$ cat src/rtl/sr_latch_trng_sequencer.sv
// sr_latch_trng_sequencer: drives one SR-latch metastability cell through excite/settle/sample,
// packs the resolved bits into words on a valid/ready port and runs a repetition-count health test.
module sr_latch_trng_sequencer #(
    parameter int WORD_BITS     = 8,
    parameter int EXCITE_CYCLES = 4,
    parameter int SETTLE_CYCLES = 8,
    parameter int RUN_LIMIT     = 16
) (
    input  logic                 ref_clk_in,
    input  logic                 rst_in,
    input  logic                 enable_in,
    output logic                 latch_excite_out,
    input  logic                 latch_q_in,
    output logic [WORD_BITS-1:0] rnd_data_out,
    output logic                 rnd_valid_out,
    input  logic                 rnd_ready_in,
    output logic                 health_fail_out,
    input  logic                 health_clr_in,
    output logic                 busy_out
);
    localparam int CMAX = (EXCITE_CYCLES > SETTLE_CYCLES) ? EXCITE_CYCLES : SETTLE_CYCLES;
    localparam int CW = $clog2(CMAX + 1);
    localparam int BW = $clog2(WORD_BITS + 1);
    localparam int RW = $clog2(RUN_LIMIT + 1);
    localparam logic [CW-1:0] EXC_LAST  = CW'(EXCITE_CYCLES - 1);
    localparam logic [CW-1:0] SET_LAST  = CW'(SETTLE_CYCLES - 1);
    localparam logic [BW-1:0] BITS_LAST = BW'(WORD_BITS - 1);
    localparam logic [RW-1:0] RUN_MAX   = RW'(RUN_LIMIT);

    typedef enum logic [2:0] {IDLE, EXCITE, SETTLE, SAMPLE, PRESENT, FAULT} state_t;

    state_t               state_q, state_d;
    logic                 sync1_q, sync2_q;
    logic [CW-1:0]        cyc_q, cyc_d;
    logic [BW-1:0]        bit_q, bit_d;
    logic [WORD_BITS-1:0] shreg_q, shreg_d;
    logic [RW-1:0]        run_q, run_d, run_next;
    logic                 last_q, last_d;
    logic                 fail_q, fail_d;
    logic                 abort, sample, trip, word_done;

    // run_q == 0 marks "no previous bit", so the first bit after reset or clear starts a run of 1
    always_comb begin
        abort     = (state_q == EXCITE || state_q == SETTLE || state_q == SAMPLE) && !enable_in;
        sample    = state_q == SAMPLE && enable_in;
        run_next  = (run_q != '0 && sync2_q == last_q) ? ((run_q == RUN_MAX) ? run_q : run_q + 1'b1) : RW'(1);
        trip      = sample && run_next == RUN_MAX;
        word_done = sample && bit_q == BITS_LAST;
    end

    always_ff @(posedge ref_clk_in or posedge rst_in) begin
        if (rst_in) begin
            state_q <= IDLE;
            sync1_q <= 1'b0;
            sync2_q <= 1'b0;
            cyc_q   <= '0;
            bit_q   <= '0;
            shreg_q <= '0;
            run_q   <= '0;
            last_q  <= 1'b0;
            fail_q  <= 1'b0;
        end else begin
            state_q <= state_d;
            sync1_q <= latch_q_in;
            sync2_q <= sync1_q;
            cyc_q   <= cyc_d;
            bit_q   <= bit_d;
            shreg_q <= shreg_d;
            run_q   <= run_d;
            last_q  <= last_d;
            fail_q  <= fail_d;
        end
    end

    always_comb begin
        state_d = state_q;
        case (state_q)
            IDLE:    state_d = (enable_in && !fail_q) ? EXCITE : IDLE;
            EXCITE:  state_d = !enable_in ? IDLE : (cyc_q == EXC_LAST) ? SETTLE : EXCITE;
            SETTLE:  state_d = !enable_in ? IDLE : (cyc_q == SET_LAST) ? SAMPLE : SETTLE;
            SAMPLE:  state_d = !enable_in ? IDLE : trip ? FAULT : word_done ? PRESENT : EXCITE;
            PRESENT: state_d = !rnd_ready_in ? PRESENT : enable_in ? EXCITE : IDLE;
            FAULT:   state_d = health_clr_in ? IDLE : FAULT;
            default: state_d = IDLE;
        endcase
    end

    // a trip wins over a simultaneous clear so the failure is never lost
    always_comb begin
        cyc_d   = (state_d == state_q && (state_q == EXCITE || state_q == SETTLE)) ? cyc_q + 1'b1 : '0;
        bit_d   = (abort || trip || word_done) ? '0 : sample ? bit_q + 1'b1 : bit_q;
        shreg_d = (abort || trip) ? '0 : sample ? ((shreg_q << 1) | WORD_BITS'(sync2_q)) : shreg_q;
        run_d   = (health_clr_in && !trip) ? '0 : sample ? run_next : run_q;
        last_d  = sample ? sync2_q : last_q;
        fail_d  = trip || (fail_q && !health_clr_in);
    end

    always_comb begin
        latch_excite_out = state_q == EXCITE;
        rnd_valid_out    = state_q == PRESENT;
        busy_out         = state_q != IDLE;
        health_fail_out  = fail_q;
        rnd_data_out     = shreg_q;
    end
endmodule

$ cat config.mk
export PLATFORM = sky130hd
export DESIGN_NAME = sr_latch_trng_sequencer
export DESIGN_NICKNAME = d
export VERILOG_FILES = /design/src/rtl/sr_latch_trng_sequencer.sv
export SDC_FILE = /design/constraint.sdc
export NUM_CORES = 1
export LEC_CHECK = 0
export ABC_AREA = 1
export CORE_ASPECT_RATIO = 0.7
export CORE_MARGIN = 2
export CORE_UTILIZATION = 61
export CTS_CLUSTER_DIAMETER = 120
export DETAILED_ROUTE_END_ITERATION = 16
export DONT_BUFFER_PORTS = 1
export PLACE_DENSITY = 0.76
export SYNTH_ARGS = -nofsm -noshare
export SYNTH_HDL_FRONTEND = slang
export SYNTH_SLANG_ARGS = --single-unit
export TNS_END_PERCENT = 5
$ cat constraint.sdc
create_clock -name ref_clk_in -period 1.8 [get_ports ref_clk_in]
set_input_delay 0.54 -clock ref_clk_in [delete_from_list [all_inputs] [get_ports ref_clk_in]]
set_output_delay 0.54 -clock ref_clk_in [all_outputs]
set_load 0.005 [all_outputs]
==> impl_metrics.ini, run 1 <==
[critical_path]
critPathMaxStageDelay_ns = 0.48
r2r_cells = 10
crit-reg2reg-capture = cyc_q[0]
cp.required_ns = 1.26
critPathKind = reg2out
endpoint_kind = output pin
critPathArrivalTime_ns = 1.23
crit_slowest_cell = dfrtp_2
cpLargestDelayFamily = flip-flops
ff2ff_setup_slack_ns = 0.10
crit_path_cell_trace = nor2_4, inv_1, nor2_2
cp_num_buf_inv = 1
start_kind = register
r2r-start = run_q[2]
worst-path-max-fanout = 5

[place]
place_congestion = 0.869
dp_cells = 219
place_ws_ns = 0.0304
dpl_cell_area_mm2 = 0.00153
dp_hpwl_um = 2220
portBuffers = 0

[clock_network]
cts_root_buffer = clkbuf_4
cts.clk_slew.worst_paths_ns = 0.15
cts_sinks = 28
cts_tree = yes
cts_buffers = 3
insertion_delay_ns = 0.32
cts_htree_levels = 1
clk_path_buf_depth = 2

[synthesis]
ys_types = 25
yosysSeqAreaShare = 0.467
syn_nets = 198
yosysWarnings = 0
syn_area_mm2 = 0.00150
ys_seq_elements = 28
ys_top_cells_by_area = dfrtp_1 47%, nand2_1 14%, nand3_1 7.0%
netlist_instances = 188
synth_top_cell_area_share = 0.467
avgSynthCellArea_um2 = 7.98
yosys.area.top_type = dfrtp_1

[final_layout]
num-fill-cells = 178
final_cell_mix = 51 x nand2_1, 24 x dfrtp_1, 20 x nand3_1
final_nets = 205
area_growth_pct = 10.4
fin_util = 0.739
layout-drive-gt1-share = 0.206
n_antenna_cell = 0
finish.instance_area_mm2 = 0.00166
layoutNonFillerInstCount = 226
layout_commonest_cell = nand2_1

[floorplan]
die_w_um = 63.3
io_pins = 18
core_area_mm2 = 0.00224
die_area_mm2 = 0.00288
rows = 14
die_height_um = 45.5
start_util = 0.669

[drt]
antenna_left = 0
wirelength_um = 3120
dr.pass1.iters = 4
drtIter0Drc = 82
num_vias = 1257
routed_via_density = 5.56
wl_per_cell_um = 13.8
remaining_drc_errors = 0

[global_route]
antenna_found_initial = 0
grt_max_degree = 29
grt_pass1_wl_um = 4990
grt_usage = 0.230
grt_pass1_vias = 1132
overflow = 0

[timing]
hold_viol_final = 0
max_freq_mhz = 564
finalClockSkew_ns = 0.00938
relSlewSlack = 0.743
slew_violations = 0
setup_viol = 0
layout_min_cycle_time_ns = 1.77
tightest_slew_ns = 0.385
finalCritPeriodShare = 0.985
rsz0062_at_grt = yes
setup_slack_ns = 0.0270

[pwr]
cellPowerDensity_mw_per_mm2 = 875
ir_drop_mv = 0.569
total_power_mw = 1.45
leakagePower_nw = 0.840

[min_path]
hold_class = in2async

[flow_run]
maxCapViolCount = 0

[outcome]
outcome = finished, final reports clean
==> Yosys cell counts <==
library cell	instances
dfrtp_1	28
o2111ai_1	1
inv_2	5
o22ai_1	1
nand3_1	21
ha_1	4
inv_1	21
nor3_2	1
nor2_2	2
nand3_2	1
a21oi_1	2
xnor2_1	1
o21ai_1	1
xor2_1	3
nand4_2	1
nor2_4	2
nand2_1	55
nand3_4	1
nand4_1	8
nor2_1	13
buf_6	1
buf_4	1
o21ai_0	9
nor3_1	3
nand2_2	2
==> metrics by stage <==
stage	setup TNS [ns]	hold WS, ns
4_1_cts	0	0.140
3_5_place_dp	0	0.343
3_3_place_gp	0	0.346
5_1_grt	-0.483	0.148
2_1_floorplan	0	0.331
6_report	0	0.136
==> kinds of logic (layout without fill, tap and decap cells) <==
family,count (synthesis),after routing,synth area share
AOI/OAI and AO/OA,14,14,0.0500
xor gates and xnor gates,4,4,0.0234
adders and majority gates,4,4,0.0334
buffers and inverters,28,34,0.0776
DFF,28,28,0.467
and+or+nand+nor,110,110,0.349
==> worst max path at each step <==
| stage | start | endpoint | cells past startpoint |
|---|---|---|---|
| after floorplan | run_q[0] | bit_q[2] | 12 |
| after global placement | run_q[0] | rnd_data_out[3] | 12 |
| after detailed placement | run_q[0] | rnd_data_out[7] | 12 |
| after CTS | state_q[1] | rnd_valid_out | 3 |
| after global routing | state_q[0] | rnd_valid_out | 3 |
| final | state_q[0] | rnd_valid_out | 3 |
==> flip-flops by register name, summed over array words and instances, names as in the netlist <==
| signal | cells |
|---|---|
| bit_q | 4 |
| state_q | 3 |
| run_q | 5 |
| sync1_q | 1 |
| rnd_data_out | 8 |
| health_fail_out | 1 |
| sync2_q | 1 |
| cyc_q | 4 |
| last_q | 1 |
==> repair_timing <==
| action | in CTS | in global routing |
|---|---|---|
| endpoints found under the hold margin | 0 | 0 |
| pin swaps | 0 | 5 |
| hold buffers | 0 | 0 |
| setup buffers | 0 | 3 |
| gates resized for setup | 1 | 18 |
| setup endpoints to repair | 1 | 22 |
==> cell type report <==
class / instances / area, µm² / area share
clock buffer: 3 / 22.5 / 0.0136
clock inverter: 1 / 30.0 / 0.0181
inverter: 26 / 97.6 / 0.0589
multi-input combinational: 132 / 731 / 0.441
sequential: 28 / 706 / 0.426
tap: 32 / 40.0 / 0.0242
timing repair buffer: 4 / 30.0 / 0.0181
==> report_power, final <==
group          internal, mW  switching [mW]  total (mW)  leakage, nW
Combinational         0.109           0.189       0.298        0.444
Clock                 0.225           0.178       0.403       0.0279
Sequential            0.688          0.0607       0.749        0.368
==> routing by layer <==
| layer | global-route usage | wire, µm | vias to the layer above |
|---|---|---|---|
| li1 | - | - | 619 |
| met1 | 0.330 | 1490 | 595 |
| met2 | 0.357 | 1370 | 43 |
| met3 | 0.0743 | 265 | 0 |
| met4 | 0.0348 | 0 | 0 |
| met5 | 0 | 0 | - |
Note: power is estimated with default switching activity, not from simulation.
==> inputs of run 2 (changes only) <==
--- a/config.mk
+++ b/config.mk
@@ -10,3 +10,3 @@
 export CORE_MARGIN = 2
-export CORE_UTILIZATION = 61
+export CORE_UTILIZATION = 45
 export CTS_CLUSTER_DIAMETER = 120
@@ -14,3 +14,3 @@
 export DONT_BUFFER_PORTS = 1
-export PLACE_DENSITY = 0.76
+export PLACE_DENSITY = 0.59
 export SYNTH_ARGS = -nofsm -noshare
==> constraint.sdc (replaced) <==
create_clock -name ref_clk_in -period 1.8 [get_ports ref_clk_in]
set_input_delay 0.09 -clock ref_clk_in [delete_from_list [all_inputs] [get_ports ref_clk_in]]
set_output_delay 0.09 -clock ref_clk_in [all_outputs]
set_load 0.005 [all_outputs]
==> impl_metrics.ini, run 2 (synthesis gave the netlist of run 1 again) <==
[final_layout]
area_growth_pct = 16.8
layout_commonest_cell = nand2_1
fin_util = 0.553
layout-drive-gt1-share = 0.197
finish.instance_area_mm2 = 0.00175
layoutNonFillerInstCount = 236
multi_input_area_um2 = 757
final_cell_mix = 48 x nand2_1, 26 x dfrtp_1, 21 x nand3_1
largest_register_ffs = 8
final_nets = 209
n_antenna_cell = 0
num-fill-cells = 271
seq_area_um2 = 703

[place]
portBuffers = 0
place_congestion = 0.987
dp_hpwl_um = 2190
dpl_cell_area_mm2 = 0.00154
dp_cells = 225

[critical_path]
critPathArrivalTime_ns = 1.88
critPathKind = reg2reg
start_kind = register
r2r_cells = 12
endpoint_kind = register
r2r-start = run_q[1]
crit_path_start = run_q[1]
cp.required_ns = 1.97
cp_num_buf_inv = 2
critPathMaxStageDelay_ns = 0.45
crit_cells = 12
worst-path-max-fanout = 6
crit_path_cell_trace = inv_2, ha_4, nand3_1, nand2_1, inv_2, nand2_4, nor2_4, nand3_4, nand2_2, nand2_1, nand3_2, nor2_1
cpLargestDelayFamily = simple AND/OR/NAND/NOR gates
ff2ff_setup_slack_ns = 0.09
crit_slowest_cell = dfrtp_2

[clock_network]
cts_buffers = 3
cts_tree = yes
cts.clk_slew.worst_paths_ns = 0.10
insertion_delay_ns = 0.27
cts_root_buffer = clkbuf_8
clk_path_buf_depth = 2
cts_sinks = 28
cts_htree_levels = 1

[global_route]
grt_max_degree = 29
overflow = 0
antenna_found_initial = 0
grt_usage = 0.179
grt_pass1_wl_um = 5190
grt_pass1_vias = 1160

[floorplan]
die_w_um = 73.0
die_height_um = 52.3
die_area_mm2 = 0.00382
start_util = 0.473
io_pins = 18
core_area_mm2 = 0.00317
rows = 17

[timing]
slew_violations = 0
layout_min_cycle_time_ns = 1.71
finalClockSkew_ns = 0.00826
max_freq_mhz = 585
hold_viol_final = 0
relSlewSlack = 0.760
finalCritPeriodShare = 0.949
fin_setup_tns_ns = 0
tightest_slew_ns = 0.360
setup_viol = 0
holdWs_ns = 0.0403

[min_path]
hp-start = health_clr_in
hold_class = in2reg
hold_path_depth = 3

[pwr]
leakagePower_nw = 0.877
cellPowerDensity_mw_per_mm2 = 873
ir_drop_mv = 0.519

[drt]
wl_per_cell_um = 13.4
routed_via_density = 5.19
antenna_left = 0
wirelength_um = 3160
dr.pass1.iters = 4
num_vias = 1226
remaining_drc_errors = 0
drtIter0Drc = 73

[outcome]
outcome = finished, final reports clean

[flow_run]
maxCapViolCount = 0
[run 2: metal layers]
metal  GRT usage  part of all wire
met4      0.0370            0.0057
met1       0.262              0.52
met3      0.0635             0.060
met2       0.252              0.42
met5           0                 0
[run 2: timing repair]
item | 4_1_cts | 5_1_grt
resized for setup | 2 | 21
endpoints found under the setup margin | 9 | 20
buffers inserted | 1 | 1
hold buffers | 5 | 0
hold endpoints to repair | 33 | 0
pin swaps | 0 | 4
[run 2: path summary, 6_finish.rpt]
kind | endpoint
worst max register to register | cyc_q[3]
worst min register to register | sync2_q
max in group asynchronous | run_q[1]
min in group asynchronous | bit_q[1]
worst min-delay path | run_q[2]
worst max-delay path | cyc_q[3]
[run 2: power breakdown]
part	leakage, nW	internal, mW	switching (mW)
Clock	0.0357	0.298	0.189
Sequential	0.370	0.687	0.0590
Combinational	0.471	0.107	0.190
Total	0.877	1.09	0.438
[run 2: tightest hold or removal path: cells and delay by family]
family / cells / cell delay [ns]
and+or+nand+nor: 2 / 0.10
buffers and inverters: 1 / 0.09
[run 2: area by class of cell]
cell class / count / area share
Tap cell: 38 / 0.0271
Inverter: 26 / 0.0571
Clock buffer: 3 / 0.0236
Multi-Input combinational cell: 132 / 0.432
Timing Repair Buffer: 8 / 0.0414
Sequential cell: 28 / 0.401
Clock inverter: 1 / 0.0171
[run 2: through the flow]
step                      power (mW)  worst slack, ns
after global routing            1.63          -0.0243
after CTS                       1.52           0.0124
after floorplan                0.954            0.252
after detailed placement        1.01          -0.0299
after global placement         0.996           0.0592
final                           1.53           0.0920
==> inputs of run 3 (changes only) <==
--- a/config.mk
+++ b/config.mk
@@ -18,2 +18,2 @@
 export SYNTH_SLANG_ARGS = --single-unit
-export TNS_END_PERCENT = 5
+export TNS_END_PERCENT = 10
==> constraint.sdc (replaced) <==
create_clock -name ref_clk_in -period 1.75 [get_ports ref_clk_in]
set_input_delay 0.0875 -clock ref_clk_in [delete_from_list [all_inputs] [get_ports ref_clk_in]]
set_output_delay 0.0875 -clock ref_clk_in [all_outputs]
set_load 0.05 [all_outputs]
==> impl_metrics.ini, run 3 (synthesis gave the netlist of run 1 again) <==
[pwr]
cellPowerDensity_mw_per_mm2 = 903
ir_drop_mv = 0.510
pwr-share-seq = 0.463
p_clk_frac = 0.302
pwr-share-comb = 0.236
switching_power_mw = 0.522
swShare = 0.312
total_power_mw = 1.67
leakagePower_nw = 0.917
intPower_mw = 1.15

[clock_network]
cts_sinks = 28
insertion_delay_ns = 0.27
cts_root_buffer = clkbuf_8
cts.clk_slew.worst_paths_ns = 0.10
clk_path_buf_depth = 2
cts_buffers = 3
cts_tree = yes
cts_htree_levels = 1

[floorplan]
die_height_um = 52.3
core_area_mm2 = 0.00317
rows = 17
start_util = 0.473
die_area_mm2 = 0.00382
die_w_um = 73.0
io_pins = 18

[timing]
holdWs_ns = 0.0113
finalCritPeriodShare = 0.978
fin_setup_tns_ns = 0
tightest_slew_ns = 0.526
layout_min_cycle_time_ns = 1.71
finalClockSkew_ns = 0.00582
relSlewSlack = 0.649
max_freq_mhz = 584
setup_slack_ns = 0.0377
slew_violations = 0
hold_viol_final = 0
setup_viol = 0
rsz0062_at_grt = yes

[min_path]
hold_class = in2reg
hold_path_depth = 3
hp-start = health_clr_in
min_to = run_q[2]

[final_layout]
num-fill-cells = 262
final_nets = 216
seq_area_um2 = 704
final_cell_mix = 44 x nand2_1, 25 x dfrtp_1, 19 x inv_1
multi_input_area_um2 = 801
finish.instance_area_mm2 = 0.00185
layout-drive-gt1-share = 0.263
area_growth_pct = 23.4
layout_commonest_cell = nand2_1
n_antenna_cell = 0
largest_register_ffs = 8

[critical_path]
start_kind = register
cp.required_ns = 1.92
endpoint_kind = register
crit_path_start = run_q[1]
crit-reg2reg-capture = cyc_q[2]
r2r_cells = 12
critPathArrivalTime_ns = 1.88
ff2ff_setup_slack_ns = 0.04
critPathKind = reg2reg
r2r-start = run_q[1]
worst-path-max-fanout = 7

[global_route]
antenna_found_initial = 0
grt_usage = 0.176
grt_pass1_wl_um = 5160
grt_pass1_vias = 1119
grt_max_degree = 29
overflow = 0

[drt]
remaining_drc_errors = 0
routed_via_density = 5.33
num_vias = 1294
wl_per_cell_um = 13.9
drtIter0Drc = 61
antenna_left = 0
dr.pass1.iters = 4
wirelength_um = 3390

[place]
place_ws_ns = -0.0300
portBuffers = 0
place_congestion = 0.873
dpl_cell_area_mm2 = 0.00158
dp_hpwl_um = 2350

[outcome]
outcome = finished, final reports clean

[flow_run]
maxCapViolCount = 0
==> run 3: cell types whose count changed in the layout (fill, tap and decap cells not counted), sizes merged <==
| cell | change |
|---|---|
| buf | +7 |
==> run 3: what timing repair did <==
item / 4_1_cts / 5_1_grt
resized for setup: 2 / 32
hold buffers: 5 / 0
hold endpoints to repair: 33 / 0
setup buffers: 1 / 3
pin swaps: 0 / 8
setup endpoints to repair: 13 / 20
==> run 3: worst max-delay path by stage <==
stage,to,slack (ns)
after CTS,rnd_data_out[3],0.008
after floorplan,state_q[2],0.03
after detailed placement,rnd_data_out[3],-0.03
after global routing,cyc_q[1],-0.05
final,cyc_q[2],0.04
after global placement,cyc_q[2],0.04
==> run 3: power by group through the flow <==
stage / registers [mW] / clock network, mW / logic [mW]
2_1_floorplan: 0.767 / 0 / 0.257
3_3_place_gp: 0.779 / 0 / 0.297
3_5_place_dp: 0.782 / 0 / 0.310
4_1_cts: 0.769 / 0.519 / 0.325
5_1_grt: 0.785 / 0.540 / 0.439
6_report: 0.774 / 0.505 / 0.394
==> run 3: per-layer routing <==
layer	up-vias	track usage	wire length (µm)
li1	643	-	-
met1	607	0.256	1670
met2	44	0.258	1520
met3	0	0.0500	202
met4	0	0.0401	0
met5	-	0	0
==> run 3: final cells by class <==
class,count,share of cell area
multi-input combinational,132,0.432
sequential,28,0.380
timing repair buffer,15,0.0676
inverter,26,0.0554
tap,38,0.0257
clock buffer,3,0.0223
clock inverter,1,0.0162
==> run 3: per-stage QoR <==
stage | cells | util
6_report | 243 | 0.584
2_1_floorplan | 188 | -
3_5_place_dp | 230 | 0.499
3_3_place_gp | 230 | 0.499
5_1_grt | 243 | 0.584
4_1_cts | 240 | 0.541
==> run 3: worst max-delay path: stages, from the launching register on <==
cell and delay, ns:
dfrtp_2 0.45, inv_2 0.07, ha_4 0.19, nand3_2 0.09, nand2_2 0.07, inv_4 0.09, nand2_2 0.07, nor2_4 0.13
nand3_4 0.14, nand2_2 0.12, nand2_2 0.07, nand3_4 0.08, nor2_1 0.05
